File: config.mk
export PLATFORM = sky130hd
export DESIGN_NAME = piso_tx_flat
export DESIGN_NICKNAME = d
export VERILOG_FILES = /design/src/rtl/piso_pkg.sv /design/src/rtl/piso_tx_if.sv /design/src/rtl/piso_tx_bit_counter.sv /design/src/rtl/piso_tx.sv /design/src/flat_wrapper.sv
export SDC_FILE = /design/constraint.sdc
export NUM_CORES = 1
export LEC_CHECK = 0
export ABC_AREA = 1
export BUFFER_PORTS_ARGS = -buffer_cell sky130_fd_sc_hd__buf_4
export CAP_MARGIN = 10
export CELL_PAD_IN_SITES_DETAIL_PLACEMENT = 1
export CELL_PAD_IN_SITES_GLOBAL_PLACEMENT = 1
export CORE_MARGIN = 2
export CORE_UTILIZATION = 36
export CTS_CLUSTER_DIAMETER = 80
export CTS_CLUSTER_SIZE = 24
export DETAILED_ROUTE_END_ITERATION = 10
export PLACE_DENSITY_LB_ADDON = 0.08
export SLEW_MARGIN = 0
export SYNTH_ARGS = -nofsm -noshare
export SYNTH_HDL_FRONTEND = slang
export SYNTH_SLANG_ARGS = --single-unit
File: constraint.sdc
create_clock -name clk -period 2.2 [get_ports clk]
set_input_delay 0.55 -clock clk [delete_from_list [all_inputs] [get_ports clk]]
set_output_delay 0.55 -clock clk [all_outputs]
set_load 0.02 [all_outputs]
File: src/rtl/piso_pkg.sv
// piso_pkg: shared state encoding and counter sizing for the serial transmitter
package piso_pkg;

    typedef enum logic {ST_IDLE, ST_SHIFT} state_t;

    localparam int MIN_WIDTH = 2;
    localparam int MAX_WIDTH = 32;

    function automatic int cnt_width(input int w);
        return (w < MIN_WIDTH) ? 1 : $clog2(w);
    endfunction

endpackage

File: src/rtl/piso_tx_if.sv
// piso_tx_if: load handshake and framed serial stream of the transmitter
interface piso_tx_if
    import piso_pkg::*;
#(
    parameter int WIDTH = 8
);

    logic             load_valid;
    logic             load_ready;
    logic [WIDTH-1:0] load_data;
    logic             ser_out;
    logic             ser_valid;
    logic             frame_start;
    logic             busy;

    modport master (
        output load_valid, load_data,
        input  load_ready, ser_out, ser_valid, frame_start, busy
    );

    modport slave (
        input  load_valid, load_data,
        output load_ready, ser_out, ser_valid, frame_start, busy
    );

endinterface

File: src/rtl/piso_tx_bit_counter.sv
// bit_counter: modulo-MOD counter with clear-to-zero and terminal-count flag
module bit_counter
    import piso_pkg::*;
#(
    parameter int MOD = 8
) (
    input  logic clk,
    input  logic rst,
    input  logic clr,
    input  logic en,
    output logic tc
);

    localparam int CW = cnt_width(MOD);

    logic [CW-1:0] cnt_q, cnt_d;

    assign tc = cnt_q == CW'(MOD - 1);

    // clear wins over counting; wrap to zero after the terminal count
    always_comb begin
        cnt_d = (clr || (en && tc)) ? '0 : (en ? cnt_q + 1'b1 : cnt_q);
    end

    // count register
    always_ff @(posedge clk) begin
        if (rst) cnt_q <= '0;
        else     cnt_q <= cnt_d;
    end

endmodule

File: src/rtl/piso_tx.sv
// piso_tx: accepts a word over valid/ready and shifts it out one bit per clock
module piso_tx
    import piso_pkg::*;
#(
    parameter int WIDTH     = 8,
    parameter bit MSB_FIRST = 1
) (
    input logic       clk,
    input logic       rst,
    piso_tx_if.slave  bus
);

    state_t           state_q, state_d;
    logic [WIDTH-1:0] sreg_q, sreg_d;
    logic             frame_start_q, frame_start_d;
    logic             shifting, tc, accept;

    assign shifting       = state_q == ST_SHIFT;
    assign bus.load_ready = !rst && (!shifting || tc);
    assign accept         = bus.load_valid && bus.load_ready;

    bit_counter #(.MOD(WIDTH)) u_cnt (
        .clk (clk),
        .rst (rst),
        .clr (accept || !shifting),
        .en  (shifting),
        .tc  (tc)
    );

    // next state: load on accept, otherwise shift zeros in so the line idles low
    always_comb begin
        state_d       = state_q;
        sreg_d        = '0;
        frame_start_d = accept;
        if (accept) begin
            state_d = ST_SHIFT;
            sreg_d  = bus.load_data;
        end else if (shifting) begin
            state_d = tc ? ST_IDLE : ST_SHIFT;
            sreg_d  = MSB_FIRST ? {sreg_q[WIDTH-2:0], 1'b0} : {1'b0, sreg_q[WIDTH-1:1]};
        end
    end

    // state, shift register and frame marker
    always_ff @(posedge clk) begin
        if (rst) begin
            state_q       <= ST_IDLE;
            sreg_q        <= '0;
            frame_start_q <= 1'b0;
        end else begin
            state_q       <= state_d;
            sreg_q        <= sreg_d;
            frame_start_q <= frame_start_d;
        end
    end

    assign bus.ser_out     = MSB_FIRST ? sreg_q[WIDTH-1] : sreg_q[0];
    assign bus.ser_valid   = shifting;
    assign bus.busy        = shifting;
    assign bus.frame_start = frame_start_q;

endmodule
File: src/flat_wrapper.sv
// flat-port wrapper written by rule: the top's interface ports become plain ports
module piso_tx_flat import piso_pkg::*;
#(
    parameter int WIDTH     = 8,
    parameter bit MSB_FIRST = 1
)
  (clk, rst, bus_load_valid, bus_load_data, bus_load_ready, bus_ser_out, bus_ser_valid, bus_frame_start, bus_busy);
  piso_tx_if #(.WIDTH(WIDTH)) bus_i ();
  input logic clk;
  input logic rst;
  input wire logic [$bits(bus_i.load_valid)-1:0] bus_load_valid;
  input wire logic [$bits(bus_i.load_data)-1:0] bus_load_data;
  output wire logic [$bits(bus_i.load_ready)-1:0] bus_load_ready;
  output wire logic [$bits(bus_i.ser_out)-1:0] bus_ser_out;
  output wire logic [$bits(bus_i.ser_valid)-1:0] bus_ser_valid;
  output wire logic [$bits(bus_i.frame_start)-1:0] bus_frame_start;
  output wire logic [$bits(bus_i.busy)-1:0] bus_busy;
  assign bus_i.load_valid = bus_load_valid;
  assign bus_i.load_data = bus_load_data;
  assign bus_load_ready = bus_i.load_ready;
  assign bus_ser_out = bus_i.ser_out;
  assign bus_ser_valid = bus_i.ser_valid;
  assign bus_frame_start = bus_i.frame_start;
  assign bus_busy = bus_i.busy;
  piso_tx #(.WIDTH(WIDTH), .MSB_FIRST(MSB_FIRST)) u_core (.clk(clk), .rst(rst), .bus(bus_i));
endmodule
==> flow_summary.toml <==
[status]
outcome = "complete, no violations"

[yosys]
synth.cells.most_frequent = "sky130_fd_sc_hd__nand2_1 (18), sky130_fd_sc_hd__dfxtp_1 (13), sky130_fd_sc_hd__inv_1 (12)"
synth-compound-area-share_pct = 11.4
share_of_cell_area_taken_by_muxes_after_synthesis_pct = 0
postSynthAreaPerCell_sq_um = 7.65
postSynthRegisterBits = 13
ys_types = 13
yosys.area_share.simple_pct = 25.0
synth-xor-area-share_pct = 0
yosys.area_share.adder_pct = 4.55
synth-warning-count = 0
synth.most_common_cell = "sky130_fd_sc_hd__nand2_1"
synthCells = 72
post_synth_instance_area_sq_um = 551
synthArstFlopShare_pct = 0
combinational_family_with_the_most_area_after_synthesis = "simple AND/OR/NAND/NOR gates"
synth-edff-count = 0
synth_top_area_cell = "sky130_fd_sc_hd__dfxtp_1"
primary_ff_master_synth = "sky130_fd_sc_hd__dfxtp_1"
synth_top_area_share_pct = 47.3
syn_nets = 85
synth.yosys.seq_area_share_pct = 47.3
synth.area.top_cells = "sky130_fd_sc_hd__dfxtp_1 (47%), sky130_fd_sc_hd__nand2_1 (12%), sky130_fd_sc_hd__a21oi_1 (8.2%)"

[drt]
drt_first_iter_violations = 4
routed-via-count = 493
wl_met1_um = 514
number_of_detailed_route_iterations_in_the_first_pass = 2
post-route-drc-count = 0
drt-vias-per-instance = 4.74
finalWirelength_um = 1130
wl_met3_um = 52
wire_per_inst_um = 10.9
routed-wl-met2_um = 557
final_antenna_net_count = 0
route.top_layer_used = "met4"

[cells_and_area]
stdcell_area_sq_um = 689
finish.net_count = 102
post_route_cells_drive_above_1_share_pct = 27.3
n_antenna_cell = 0
finish.cell_count_without_fillers = 104
areaGrowthSynthToFinish_pct = 25.2

[timing]
finalHoldWorstSlack_ns = 0.426
finalCriticalPeriod_ns = 1.82
setup-violations-final = 0
final_hold_violating_endpoints = 0
headroom_to_the_max_slew_limit_pct = 67.7
fin_crit_sh_pct = 82.8
setup_tns_ns = 0
achievable-frequency_mhz = 549
clock-skew-final_ns = 0.00570
grt_setup_unrepaired = "false"
timing_max_transition_violations_final = 0
worstMarginPinSlew_ns = 0.484
final_critical_path_setup_slack_ns = 0.379

[floorplan]
dieWidth_um = 43.1
floorplan.initialDensity_pct = 37.4
die_h_um = 43.1
core_area_sq_um = 1470
core.rowCount = 14
die_area_sq_um = 1860
io-pin-count = 16

[clock_network]
cts_max_level = 1
tritoncts = "done"
hold_fix_buffer_count_after_cts = 0
clkSlewWorstSetupHoldPaths_ns = 0.08
cts_buffers = 3
cts_resized = 0
clock_sink_count = 13
total_setup_buffers_inserted_after_cts = 0
clock-root-buffer = "sky130_fd_sc_hd__clkbuf_4"
max-clock-path-buffers = 2
insertion_delay_ns = 0.28

[setup_path]
setup.worst_path.start = "u_core.u_cnt.cnt_q[0]$_SDFFE_PP0P_"
worstReg2RegStart = "u_core.u_cnt.cnt_q[0]$_SDFFE_PP0P_"
cp_data_arrival_time_ns = 1.27
end_kind = "primary output"
reg2reg_depth = 7
worst_ep_required_time_ns = 1.65
setup.worst_path.start_class = "register"
worst_path_fanout_max = 2
timing.setup.critical_path_class = "register to primary output"
timing.reg2reg.setup_slack_ns = 0.78
worst_r2r_endpoint = "u_core.sreg_q[6]$_SDFF_PP0_"

[placement]
place_worst_setup_slack_ns = 0.665
numPortBuffers = 15
place.detailed.hpwl_um = 824
dpl-instance-area_sq_um = 663
finalWeightedCongestion = 0.687
post-place-cells = 100

[flow_run]
maxCapViolCount = 0

[hold_path]
hold-path-cell-count = 1
class_of_the_most_critical_hold_timing_path = "register to register"
hp-start = "u_core.u_cnt.cnt_q[0]$_SDFFE_PP0P_"
hold_end = "u_core.u_cnt.cnt_q[0]$_SDFFE_PP0P_"

[global_routing]
grt_antenna_before_repair = 0
first_global_vias = 511
grt_overflow = 0
global_route.usage.total_pct = 14.6
first_pass_grt_wire_length_um = 2040
grt_max_degree = 15

[pwr]
power.density_cell_area_nw_per_um2 = 659
power.ir.vdd_worst_mv = 0.308
static-leakage-power_nw = 0.353
[worst max-delay path by stage]
stage	depth (start not counted)	slack, ns	end
5_1_grt	5	0.28	bus_load_ready
6_report	5	0.38	bus_load_ready
2_1_floorplan	2	0.60	bus_load_ready
3_5_place_dp	5	0.67	u_core.sreg_q[6]$_SDFF_PP0_
3_3_place_gp	5	0.66	u_core.sreg_q[5]$_SDFF_PP0_
4_1_cts	5	0.37	bus_load_ready
[sequential cells by signal, indices dropped and copies added, names as in the netlist]
register,flops
u_core.sreg_q,8
u_core.bus.frame_start,1
u_core.bus.busy,1
u_core.u_cnt.cnt_q,3
[report_power, final]
| group | total (mW) | internal, mW | switching (mW) |
|---|---|---|---|
| registers | 0.250 | 0.243 | 0.00692 |
| logic | 0.0553 | 0.0258 | 0.0295 |
| clock network | 0.150 | 0.0702 | 0.0793 |
[per-stage QoR]
stage / total power [mW] / util (%)
floorplan: 0.286 / -
global placement: 0.311 / 45.1
detailed placement: 0.312 / 45.1
CTS: 0.461 / 46.9
global route: 0.478 / 46.9
finish: 0.455 / 46.9
[kinds of logic after synthesis]
family / Yosys count
AND/OR/NAND/NOR: 31
buffers and inverters: 15
flip-flops: 13
AO/OA/AOI/OAI: 11
adder cells (fa/ha/maj): 2
[placed cells by master, fill, tap and decap left out]
master / Yosys / final
sky130_fd_sc_hd__clkbuf_1: 0 / 1
sky130_fd_sc_hd__inv_1: 12 / 12
sky130_fd_sc_hd__clkbuf_4: 0 / 3
sky130_fd_sc_hd__nand2_1: 18 / 18
sky130_fd_sc_hd__a21oi_1: 9 / 9
sky130_fd_sc_hd__nand3_1: 7 / 7
sky130_fd_sc_hd__nor2_2: 1 / 1
sky130_fd_sc_hd__nor2_1: 2 / 2
sky130_fd_sc_hd__dfxtp_1: 13 / 13
sky130_fd_sc_hd__or2_4: 1 / 1
sky130_fd_sc_hd__a21oi_2: 2 / 2
sky130_fd_sc_hd__nand2_2: 2 / 2
sky130_fd_sc_hd__buf_4: 2 / 15
sky130_fd_sc_hd__ha_1: 2 / 2
[cell type report]
| class | count | area, sq um |
|---|---|---|
| Sequential cell | 13 | 260 |
| Fill cell | 200 | 782 |
| Inverter | 12 | 45.0 |
| Tap cell | 16 | 20.0 |
| Multi-Input combinational cell | 44 | 225 |
| Clock buffer | 4 | 26.3 |
| Timing Repair Buffer | 15 | 113 |
[worst max-delay path: stages, from the launching register on]
cell and delay, ns:
sky130_fd_sc_hd__dfxtp_1 0.32, sky130_fd_sc_hd__ha_1 0.19, sky130_fd_sc_hd__ha_1 0.17, sky130_fd_sc_hd__inv_1 0.08, sky130_fd_sc_hd__a21oi_1 0.06, sky130_fd_sc_hd__buf_4 0.17
[routing by layer]
layer | vias up | track usage, %
met2 | 10 | 24.2
met1 | 228 | 17.1
met5 | - | 0
met4 | 0 | 7.27
met3 | 2 | 3.83
li1 | 253 | -
Power figures use the tool's default switching activity.
